## src/rtl/motor_pkg.sv

```systemverilog
// Shared types, constants and the command saturation helper for motor_pwm.
package motor_pkg;

  typedef enum logic [1:0] {IDLE, RUN, STOP} state_t;

  localparam int DUTY_MAX = 255;

  typedef logic signed [8:0] cmd_t;
  typedef logic [7:0]        duty_t;

  // Clamp a 10-bit mixed command into the +/-DUTY_MAX range.
  function automatic cmd_t sat_cmd(input logic signed [9:0] v);
    cmd_t r;
    if (v > 10'sd255)
      r = 9'sd255;
    else if (v < -10'sd255)
      r = -9'sd255;
    else
      r = v[8:0];
    return r;
  endfunction

endpackage

```

## src/rtl/pwm_channel.sv

```systemverilog
// One motor side: ramped current command, duty/dir registers and PWM compare.
// MOTOR_RAMP_EN defined: limited step per period; undefined: jump to target.
module pwm_channel
  import motor_pkg::*;
#(
  parameter int RAMP_STEP = 4
) (
  input  logic              clk_in,
  input  logic              rst_in,
  input  logic              boundary,
  input  logic signed [8:0] tgt,
  input  logic        [7:0] period,
  output logic              pwm,
  output logic              dir,
  output logic signed [8:0] cur
);

`ifdef MOTOR_RAMP_EN
  localparam bit RAMP_EN = 1'b1;
`else
  localparam bit RAMP_EN = 1'b0;
`endif

  // A step of 510 spans the full command range, so the unramped build is the
  // same datapath reaching the target in a single boundary.
  localparam int STEP_I = !RAMP_EN ? 510 : ((RAMP_STEP > 510) ? 510 : RAMP_STEP);

  logic signed [9:0] cur_w;
  logic signed [9:0] tgt_w;
  logic signed [9:0] diff;
  logic signed [9:0] step;
  logic signed [9:0] cand;
  logic signed [9:0] nxt;
  duty_t             duty;

  always_comb begin
    cur_w = {cur[8], cur};
    tgt_w = {tgt[8], tgt};
    step  = 10'(STEP_I);
    diff  = tgt_w - cur_w;
    if (diff > step)
      cand = cur_w + step;
    else if (diff < -step)
      cand = cur_w - step;
    else
      cand = tgt_w;
    nxt = cand;
    // Direction reversals always rest at zero for one period.
    if (RAMP_EN && (((cur_w > 10'sd0) && (cand < 10'sd0)) ||
                    ((cur_w < 10'sd0) && (cand > 10'sd0))))
      nxt = '0;
  end

  always_ff @(posedge clk_in or posedge rst_in) begin
    if (rst_in) begin
      cur  <= '0;
      duty <= '0;
      dir  <= 1'b1;
    end else if (boundary) begin
      cur  <= nxt[8:0];
      duty <= nxt[9] ? 8'(-nxt) : nxt[7:0];
      dir  <= ~nxt[9];
    end
  end

  assign pwm = (period < duty);

endmodule

```

## src/rtl/motor_pwm.sv

```systemverilog
// Differential-drive PWM controller: mixing, prescaler, period counter, watchdog, FSM.
// Optional MOTOR_RAMP_EN enables duty ramping in the pwm_channel instances.
module motor_pwm
  import motor_pkg::*;
#(
  parameter int PRESCALE        = 390,
  parameter int WATCHDOG_CYCLES = 10_000_000,
  parameter int RAMP_STEP       = 4
) (
  input  logic              clk_in,
  input  logic              rst_in,
  input  logic signed [8:0] speed,
  input  logic signed [8:0] turn,
  input  logic              cmd_valid,
  output logic              pwm_l,
  output logic              pwm_r,
  output logic              dir_l,
  output logic              dir_r,
  output logic              enable,
  output logic              timeout
);

  localparam int PW = (PRESCALE > 1) ? $clog2(PRESCALE) : 1;
  localparam int WW = (WATCHDOG_CYCLES > 1) ? $clog2(WATCHDOG_CYCLES) : 1;

  state_t            state_q;
  state_t            state_d;
  logic [PW-1:0]     presc;
  duty_t             period;
  logic [WW-1:0]     wd;
  logic              tick;
  logic              boundary;
  logic              expire;
  logic signed [9:0] sum_l;
  logic signed [9:0] sum_r;
  cmd_t              tgt_l;
  cmd_t              tgt_r;
  cmd_t              cur_l;
  cmd_t              cur_r;
  logic              raw_pwm_l;
  logic              raw_pwm_r;

  assign tick     = (presc == PW'(PRESCALE - 1));
  assign boundary = tick && (period == duty_t'(DUTY_MAX - 1));
  assign sum_l    = {speed[8], speed} + {turn[8], turn};
  assign sum_r    = {speed[8], speed} - {turn[8], turn};

  always_ff @(posedge clk_in or posedge rst_in) begin
    if (rst_in) begin
      presc  <= '0;
      period <= '0;
    end else if (tick) begin
      presc  <= '0;
      period <= (period == duty_t'(DUTY_MAX - 1)) ? '0 : period + 8'd1;
    end else begin
      presc  <= presc + PW'(1);
    end
  end

  always_ff @(posedge clk_in or posedge rst_in) begin
    if (rst_in)
      wd <= '0;
    else if (cmd_valid || (state_q != RUN))
      wd <= '0;
    else
      wd <= wd + WW'(1);
  end

  always_ff @(posedge clk_in or posedge rst_in) begin
    if (rst_in) begin
      tgt_l <= '0;
      tgt_r <= '0;
    end else if (cmd_valid) begin
      tgt_l <= sat_cmd(sum_l);
      tgt_r <= sat_cmd(sum_r);
    end else if (expire) begin
      tgt_l <= '0;
      tgt_r <= '0;
    end
  end

  always_ff @(posedge clk_in or posedge rst_in) begin
    if (rst_in) begin
      state_q <= IDLE;
      timeout <= 1'b0;
    end else begin
      state_q <= state_d;
      timeout <= expire;
    end
  end

  always_comb begin
    state_d = state_q;
    expire  = 1'b0;
    case (state_q)
      IDLE: if (cmd_valid) state_d = RUN;
      RUN: begin
        if (!cmd_valid && (wd == WW'(WATCHDOG_CYCLES - 1))) begin
          expire  = 1'b1;
          state_d = STOP;
        end
      end
      STOP: begin
        if (cmd_valid)
          state_d = RUN;
        else if (boundary && (cur_l == '0) && (cur_r == '0))
          state_d = IDLE;
      end
      default: state_d = IDLE;
    endcase
  end

  pwm_channel #(.RAMP_STEP(RAMP_STEP)) u_left (
    .clk_in   (clk_in),
    .rst_in   (rst_in),
    .boundary (boundary),
    .tgt      (tgt_l),
    .period   (period),
    .pwm      (raw_pwm_l),
    .dir      (dir_l),
    .cur      (cur_l)
  );

  pwm_channel #(.RAMP_STEP(RAMP_STEP)) u_right (
    .clk_in   (clk_in),
    .rst_in   (rst_in),
    .boundary (boundary),
    .tgt      (tgt_r),
    .period   (period),
    .pwm      (raw_pwm_r),
    .dir      (dir_r),
    .cur      (cur_r)
  );

  assign enable = (state_q != IDLE);
  assign pwm_l  = raw_pwm_l & enable;
  assign pwm_r  = raw_pwm_r & enable;

endmodule

```

## config.mk

```make
export PLATFORM = sky130hd
export DESIGN_NAME = motor_pwm
export DESIGN_NICKNAME = d
export VERILOG_FILES = /design/src/rtl/motor_pkg.sv /design/src/rtl/pwm_channel.sv /design/src/rtl/motor_pwm.sv
export SDC_FILE = /design/constraint.sdc
export NUM_CORES = 1
export LEC_CHECK = 0
export CAP_MARGIN = 20
export CORE_MARGIN = 4
export CORE_UTILIZATION = 25
export CTS_CLUSTER_DIAMETER = 50
export DETAILED_ROUTE_END_ITERATION = 16
export HOLD_SLACK_MARGIN = 0.06
export PLACE_DENSITY_LB_ADDON = 0.25
export SLEW_MARGIN = 30
export SYNTH_ARGS = -nofsm -noshare
export SYNTH_HDL_FRONTEND = slang
export SYNTH_HIERARCHICAL = 1
export SYNTH_SLANG_ARGS = --single-unit
```

## constraint.sdc

```tcl
create_clock -name clk_in -period 4.7 [get_ports clk_in]
set_input_delay 0.94 -clock clk_in [delete_from_list [all_inputs] [get_ports clk_in]]
set_output_delay 0.94 -clock clk_in [all_outputs]
set_load 0.02 [all_outputs]
```

=== Yosys cells after proc, flatten, opt, wreduce, memory -nomap -nowiden ===
Index checks and enable logic that the tools add are counted.

* Mux-type cells: 23
* Bitwise logic cells: 4
* Equality and inequality tests: 9
* Magnitude comparators: 10
* Add/subtract/negate cells: 13
* Reduce and logical (&&, ||, !) cells: 12

{| class="wikitable"
|+ Operator list
! kind !! number
|-
| $mux W9 || 8
|-
| $mux W10 || 4
|-
| $sub A9 B9 Y10 || 3
|-
| $add A24 B1 Y24 const B || 1
|-
| $eq A24 B24 Y1 const B || 1
|-
| $mux W24 || 1
|-
| $mux W8 || 3
|-
| $add A9 B10 Y10 const B || 2
|-
| $gt A10 B10 Y1 const B || 2
|-
| $gt A10 B9 Y1 const B || 2
|-
| $lt A10 B10 Y1 const B || 2
|-
| $lt A10 B9 Y1 const B || 2
|-
| $sub A9 B10 Y10 const B || 2
|-
| $logic_not A9 Y1 || 2
|-
| $lt A8 B8 Y1 || 2
|-
| $neg A8 Y8 || 2
|-
| $add A9 B9 Y10 || 1
|-
| $add A9 B1 Y9 const B || 1
|-
| $eq A9 B9 Y1 const B || 1
|-
| $add A8 B1 Y8 const B || 1
|-
| $eq A8 B8 Y1 const B || 1
|-
| $mux W2 || 4
|-
| $pmux W2 S3 || 1
|-
| $logic_and A1 B1 Y1 || 4
|-
| 13 further kinds || 18
|}

* Input bits: 21
* Register bits after elaboration: 98
* Output and inout bits: 6
* Word-level logic and storage cells: 84

=== Longest topological paths before layout ===
Gate-level depths: netlist of run 1.

* Depth in word-level cells: 7
* Gate-level depth with buffers: 16
* Mapped depth without buffers: 14

=== By module ===
The synthesis of run 1 kept the hierarchy.

{| class="wikitable"
|+ By module, submodules not included
! module !! instances !! seq. area each (um2) !! area each (um2) !! cells each
|-
| pwm_channel || 2 || 426.7 || 2218.4 || 281
|-
| motor_pwm || 1 || 1551.5 || 4028.9 || 433
|}

=== Least setup slack after synthesis of run 1 ===
Ideal clock, no wire load.

* Path type: register to register
* Start point: reg u_left.cur[7]
* End point: reg u_left.duty[7]
* Clock period less this slack: 3501 ps
* Buffers on the path: 1
* Data required time: 4556 ps
* Arrival time: 3357 ps
* Setup time: 144 ps
* Path slack: 1199 ps
* Stages on the path, launching flop included: 14
* Path through: dfrtp_1 > inv_1 > ha_1 > buf_6 > a21o_1 > a311oi_1 > a211oi_2 > nor4_4 > nand3_2 > mux2i_1 > mux2_4 > or4_4 > a311oi_2 > o221ai_1

* Word-level cells in the longest chain between the ends: 6
* Elaborated cells between the ends (all ways): 9
* Those cells by class: add/sub: 4; order compare: 2; mux: 3

{| class="wikitable"
|+ Ends and longest elaborated chain
! item !! line !! source
|-
| from (decl) || pwm_channel.sv:15 || <nowiki>output logic signed [8:0] cur</nowiki>
|-
| from (signal assigned) || pwm_channel.sv:60 || <nowiki>cur <= nxt[8:0];</nowiki>
|-
| $sub A9 B9 Y10 || pwm_channel.sv:40 || <nowiki>diff = tgt_w - cur_w;</nowiki>
|-
| $lt A10 B10 Y1 || pwm_channel.sv:43 || <nowiki>else if (diff < -step)</nowiki>
|-
| $mux W10 || pwm_channel.sv:43 ||
|-
| $mux W10 (*) || pwm_channel.sv:41 || <nowiki>if (diff > step)</nowiki>
|-
| $neg A8 Y8 || pwm_channel.sv:61 || <nowiki>duty <= nxt[9] ? 8'(-nxt) : nxt[7:0];</nowiki>
|-
| $mux W8 (*) || pwm_channel.sv:61 ||
|-
| to (signal assigned) || pwm_channel.sv:61 ||
|-
| to (decl) || pwm_channel.sv:34 || <nowiki>duty_t duty;</nowiki>
|}

Every way passes the cells marked *; elsewhere a longest branch is shown, timed or not.
A chain may end at the register's enable or synchronous reset.

=== Worst setup path after layout of run 1 ===
* Start point: reg u_right.cur[5]
* End point: reg u_right.duty[7]

* Word-level cells in the longest chain between the ends: 6
* Elaborated cells between the ends (all ways): 9
* Those cells by class: add/sub: 4; order compare: 2; mux: 3

{| class="wikitable"
|+ Ends and longest elaborated chain
! item !! line
|-
| from (decl) || pwm_channel.sv:15
|-
| from (signal assigned) || pwm_channel.sv:60
|-
| $sub A9 B9 Y10 || pwm_channel.sv:40
|-
| $lt A10 B10 Y1 || pwm_channel.sv:43
|-
| $mux W10 || pwm_channel.sv:43
|-
| $mux W10 (*) || pwm_channel.sv:41
|-
| $neg A8 Y8 || pwm_channel.sv:61
|-
| $mux W8 (*) || pwm_channel.sv:61
|-
| to (signal assigned) || pwm_channel.sv:61
|-
| to (decl) || pwm_channel.sv:34
|}

Marked as above.

==> results of run 1 <==
worst max-delay path by stage:
stage | from | to | cells after the start
2_1_floorplan | u_left/cur[7] | u_left/duty[7] | 13
5_1_grt | u_left/cur[0] | u_left/duty[5] | 13
3_5_place_dp | u_left/cur[5] | u_left/duty[7] | 12
4_1_cts | period[1] | pwm_l | 12
6_report | u_right/cur[5] | u_right/duty[7] | 12
3_3_place_gp | tgt_l[0] | u_left/duty[5] | 14
power by group:
| part | total, mW | switching [mW] | internal [mW] |
|---|---|---|---|
| Clock | 0.759 | 0.378 | 0.381 |
| Combinational | 1.06 | 0.638 | 0.427 |
| Sequential | 0.936 | 0.0704 | 0.865 |
| Total | 2.76 | 1.09 | 1.67 |
per-stage QoR:
step	area, um2	hold slack, ns
floorplan	8470	0.459
global placement	9140	0.483
detailed placement	9140	0.482
CTS	9450	0.493
global route	9450	0.512
finish	9450	0.491
layer usage:
layer | vias to the layer above | GRT usage | share of wire
met4 | 0 | 0.0304 | 0.015
met2 | 164 | 0.196 | 0.45
met3 | 23 | 0.0187 | 0.042
met1 | 3467 | 0.172 | 0.49
met5 | - | 0 | 0
li1 | 3650 | - | -
worst reg2reg max path: cells and delay by family, from the launching register on:
family / cells / cell delay (ns)
compound gates: 5 / 1.14
fa+ha+maj: 1 / 0.46
buf+inv: 1 / 0.12
flops: 1 / 0.45
mux: 2 / 0.47
simple gates: 3 / 1.19
area by class of cell:
class,count,area share
multi-input cells,792,0.592
flip-flops and latches,96,0.255
well taps,448,0.0593
repair buffers,35,0.0347
inverters,68,0.0270
clock buffers,9,0.0238
clock inverters,7,0.00861
state kept, by name, summed over array words and instances (netlist names), 2 cells and up:
register	cells
wd	24
presc	9
tgt_l	9
tgt_r	9
u_left/cur	9
u_right/cur	9
period	8
u_left/duty	7
u_right/duty	7
state_q	2
kinds of logic (layout without fill, tap and decap cells):
kind of cell               Yosys count  after routing  synth area share
and+or+nand+nor                    403            403             0.269
xor gates and xnor gates            51             51            0.0537
buffers and inverters              107            119            0.0557
AOI/OAI and AO/OA                  250            250             0.210
adders and majority gates           71             71             0.106
DFF                                 96             96             0.284
muxes                               17             17            0.0213
cell usage in the layout (no fill, tap or decap), drive strengths merged, types with 7 or more instances in the layout:
master,synthesis,final
nor3,38,38
a311oi,10,10
xnor2,20,20
a21o,11,11
nand2,74,74
maj3,8,8
inv,68,72
a211oi,12,12
clkdlybuf4s50,0,26
or3,8,8
o22ai,7,7
buf,26,9
a31oi,7,7
dfrtp,94,94
clkbuf,13,9
xor2,31,31
mux2i,15,15
nand2b,18,18
nor2,85,85
nand3,48,48
a21oi,59,59
o211ai,7,7
nand4,15,15
o21ai,63,63
a22o,7,7
nor4,16,16
nor2b,14,14
ha,59,59
o31ai,7,7
and3,25,25
or2,18,18
and2,11,11
==> flow_summary.json, run 1 <==
{
  "reg2reg_from": "u_right/cur[5]",
  "hold_depth": 2,
  "synth_top_area_cell": "dfrtp_1",
  "synth.cell_area_mm2": 0.00847,
  "h-tree-depth": 3,
  "hpwlAfterDp_mm": 17.0,
  "min_period_ns": 3.96,
  "grt_overflow": 0,
  "clk_latency_ns": 0.36,
  "synth_fp_nets": 1079,
  "rows": 67,
  "grt_max_degree": 38,
  "yosysMostFrequentCell": "dfrtp_1",
  "vias_per_cell": 5.02,
  "finalCritPeriodShare": 0.843,
  "clock_sinks": 96,
  "vias": 7304,
  "synth-edff-count": 0,
  "ys_seq_area_frac": 0.284,
  "required_ns": 4.91,
  "rsz0062_at_grt": "false",
  "crit_fanout": 12,
  "die_area_mm2": 0.0369,
  "start_util": 0.253,
  "worst_slew_pin_slew_ns": 0.766,
  "cts_buffer_depth": 2,
  "rr_endpoint": "u_right/duty[7]",
  "final_util": 0.282,
  "cp_num_buf_inv": 1,
  "finalSetupViolations": 0,
  "io_buffer_count": 26,
  "clkTransAtPathRegs_ns": 0.08,
  "syn_to_final_growth_pct": 11.6,
  "ys_ff_latch": 96,
  "ys_warn_count": 6,
  "dr.first_iter.drc_count": 558,
  "root_buffer": "clkbuf_16",
  "powerDensity_mw_per_mm2": 292,
  "die_w_um": 192,
  "path_delay_family": "simple AND/OR/NAND/NOR gates",
  "multi_input_area_mm2": 0.00559,
  "seqCellArea_mm2": 0.00240,
  "status": "finished clean",
  "hold_path_end": "u_left/dir",
  "max_stage_delay_ns": 0.57,
  "grt_pass1_vias": 7045,
  "post_cts_resized": 0,
  "p_leak_nw": 3.84,
  "cap_violations": 0,
  "synthArstFlopShare": 1.00,
  "dp_cells": 1439,
  "rr_worst_depth": 12,
  "grt_pass1_wl_mm": 36.9,
  "reg2reg_slack_ns": 0.74,
  "nNetsFinal": 1086,
  "start_kind": "flop",
  "finalMaxSlewViolations": 0,
  "fmax_ghz": 0.252,
  "holdBufCountCts": 0,
  "crit_path_end_kind": "flop",
  "wl_per_cell_um": 15.2,
  "gp_congestion": 0.837,
  "crit_arrival_ns": 4.18,
  "n_fill_cell": 3575,
  "drc_errors": 0,
  "synth.area.top_cells": "dfrtp_1 (28%), ha_1 (8.7%), nor2_1 (3.8%), a21oi_1 (3.4%), nand2_1 (3.3%)",
  "criticalPathCategory": "reg -> reg",
  "cp_slowest_cell": "or4_4",
  "ys_top_cells_by_count": "dfrtp_1 (94), nor2_1 (85), nand2_1 (74)",
  "core_mm2": 0.0334,
  "slew_headroom": 0.489,
  "layout_setup_ws_ns": 0.738,
  "fin_total_pwr_mw": 2.76,
  "clock_skew_ns": 0.0122,
  "finalSetupTns_ns": 0,
  "ir_drop_mv": 0.140,
  "cts_buffers": 9,
  "diodes": 0,
  "dp_slack_ns": 0.764,
  "antenna_found_initial": 0,
  "path_cells": "inv_1, ha_1, a21o_1, a311oi_1, a211oi_2, nor4_4, nand3_2, mux2i_1, mux2_4, or4_4, a311oi_2, o221ai_1",
  "synth_cell_types": 91,
  "grt_usage": 0.122,
  "syn_inst": 995,
  "synth_ff_type": "dfrtp_1",
  "wirelength_mm": 22.1,
  "io_pins": 27,
  "postCtsSetupBuffers": 0,
  "synth_top_area_share": 0.278,
  "ant_nets": 0,
  "avgSynthCellArea_um2": 8.51,
  "hp-start": "u_left/dir",
  "hold_viol": 0,
  "cts_tree": "built",
  "fin_cells": 1455,
  "drive_above_1_share": 0.102,
  "dr.pass1.iters": 5,
  "hold_path_class": "reg -> reg",
  "die_y_um": 192
}
No activity file was read; power rests on OpenSTA's default activity.
==> run 2, diff against run 1 <==
Clock period 4.7 ns to 3.2 ns, I/O delays scaled along.
==> run 2 against run 1 <==
  * The run now ends with setup timing left
  * Power rose by 80%
  * Non-clock buffer count rose by 193
  * Sequential share of layout area fell by 4.6 points
  * Wire length rose by 13%
  * Final area rose by 22%
  * Combinational power rose by 130%
  * Sequential power rose by 42%
  * First-iteration DRC count fell by 15%
  * Clock power rose by 54%
  * Flip-flop and latch count did not move
  * Setup slack got worse by 0.95 ns
==> flow_summary.json, run 2 (synthesis results as in run 1) <==
{
  "hp-start": "u_left/dir",
  "hold_viol": 0,
  "die_area_mm2": 0.0369,
  "dr.first_iter.drc_count": 474,
  "hold_depth": 2,
  "ir_drop_mv": 0.238,
  "powerDensity_mw_per_mm2": 430,
  "final_util": 0.345,
  "layout_setup_ws_ns": -0.214,
  "hold_path_end": "u_left/dir",
  "h-tree-depth": 3,
  "vias_per_cell": 4.85,
  "rsz0062_at_grt": "true",
  "finalCritPeriodShare": 1.07,
  "grt_overflow": 0,
  "hpwlAfterDp_mm": 19.3,
  "path_cells": "inv_2, ha_4, inv_2, fa_2, a21oi_2, a2bb2oi_2, xnor2_2, and4_4, nand3_1, mux2i_1, mux2_4, or4_4, a311oi_2, o221ai_1",
  "cpMostUsedCell": "inv_2",
  "die_w_um": 192,
  "drive_above_1_share": 0.320,
  "holdBufCountCts": 0,
  "cp_slowest_cell": "or4_4",
  "root_buffer": "clkbuf_16",
  "clock_sinks": 96,
  "grt_usage": 0.134,
  "cap_violations": 0,
  "drc_errors": 0,
  "rr_worst_depth": 14,
  "finalMaxSlewViolations": 0,
  "ant_nets": 0,
  "path_delay_family": "simple AND/OR/NAND/NOR gates",
  "grt_max_degree": 44,
  "diodes": 0,
  "cp_num_buf_inv": 2,
  "cts_buffer_depth": 2,
  "top_register": "wd",
  "wl_per_cell_um": 15.1,
  "cts_tree": "built",
  "reg2reg_from": "tgt_l[0]",
  "antenna_found_initial": 0,
  "gp_congestion": 0.861,
  "largest_reg_flops": 24,
  "crit_path_end_kind": "flop",
  "rr_endpoint": "u_left/duty[7]",
  "start_util": 0.253,
  "clkTransAtPathRegs_ns": 0.08,
  "required_ns": 3.44,
  "io_pins": 27,
  "reg2reg_slack_ns": -0.21,
  "status": "finished with violations",
  "grt_pass1_vias": 7837,
  "cts_buffers": 9,
  "finalSetupViolations": 5,
  "wirelength_mm": 24.8,
  "fmax_ghz": 0.293,
  "p_leak_nw": 4.90,
  "dr.pass1.iters": 5,
  "crit_fanout": 5,
  "vias": 8003,
  "worst_slew_pin_slew_ns": 0.734,
  "clk_latency_ns": 0.37,
  "clock_skew_ns": 0.0117,
  "fin_total_pwr_mw": 4.96,
  "final_cell_mix": "buf_4 (192), dfrtp_1 (94), nor2_1 (82)",
  "nNetsFinal": 1280,
  "core_mm2": 0.0334,
  "start_kind": "flop",
  "grt_pass1_wl_mm": 40.4,
  "syn_to_final_growth_pct": 36.4,
  "rows": 67,
  "max_stage_delay_ns": 0.56,
  "n_fill_cell": 3507,
  "io_buffer_count": 26,
  "hold_path_class": "reg -> reg",
  "dp_cells": 1612,
  "crit_arrival_ns": 3.65,
  "violations": "setup timing",
  "die_y_um": 192,
  "criticalPathCategory": "reg -> reg",
  "layout_commonest_cell": "buf_4",
  "slew_headroom": 0.510,
  "dp_slack_ns": -0.277,
  "min_period_ns": 3.41,
  "fin_cells": 1649
}
-- run 2: worst register-to-register path, cell delays in order, from the launching register on --
cell,delay [ns]
dfrtp_1,0.39
inv_2,0.08
ha_4,0.14
inv_2,0.03
fa_2,0.37
a21oi_2,0.15
a2bb2oi_2,0.19
xnor2_2,0.16
and4_4,0.28
nand3_1,0.10
mux2i_1,0.14
mux2_4,0.31
or4_4,0.56
a311oi_2,0.22
o221ai_1,0.14
-- run 2: metrics by stage --
step / setup TNS (ns) / area, um2 / hold WS (ns)
after floorplan: -0.546 / 8530 / 0.459
after global placement: -2.54 / 10500 / 0.484
after detailed placement: -2.95 / 10500 / 0.492
after CTS: -0.739 / 11100 / 0.503
after global routing: -2.11 / 11500 / 0.523
final: -0.831 / 11500 / 0.495
-- run 2: worst max-delay path by stage --
stage / slack, ns / cells past startpoint / to / from
after floorplan: -0.16 / 14 / u_left/duty[7] / tgt_l[0]
after global placement: -0.26 / 13 / u_left/duty[7] / u_left/cur[2]
after detailed placement: -0.28 / 14 / u_right/duty[7] / tgt_r[0]
after CTS: -0.21 / 14 / u_right/duty[7] / tgt_r[0]
after global routing: -0.35 / 14 / u_left/duty[7] / tgt_l[0]
final: -0.21 / 14 / u_left/duty[7] / tgt_l[0]
-- run 2: metal layers --
| metal | global-route usage | vias to the layer above | wire length [um] |
|---|---|---|---|
| met5 | 0 | - | 0 |
| met3 | 0.0167 | 24 | 683 |
| li1 | - | 4040 | - |
| met2 | 0.223 | 102 | 11700 |
| met1 | 0.184 | 3837 | 12100 |
| met4 | 0.0343 | 0 | 395 |
-- run 2: final cells by class --
class / count / area [um2] / area share
flip-flops and latches: 96 / 2400 / 0.208
well taps: 448 / 561 / 0.0485
multi-input cells: 793 / 6180 / 0.535
clock inverters: 7 / 91.3 / 0.00791
repair buffers: 228 / 1830 / 0.159
clock buffers: 9 / 225 / 0.0195
inverters: 68 / 255 / 0.0221
-- run 2: repair_timing --
action / 4_1_cts / 5_1_grt
setup buffers: 6 / 17
gates resized for setup: 46 / 79
setup endpoints to repair: 18 / 21
cloned: 0 / 1
pin swaps: 20 / 38
-- run 2: power breakdown --
part / internal (mW) / total [mW] / switching, mW
clock network: 0.572 / 1.17 / 0.597
registers: 1.27 / 1.33 / 0.0620
logic: 1.22 / 2.46 / 1.24
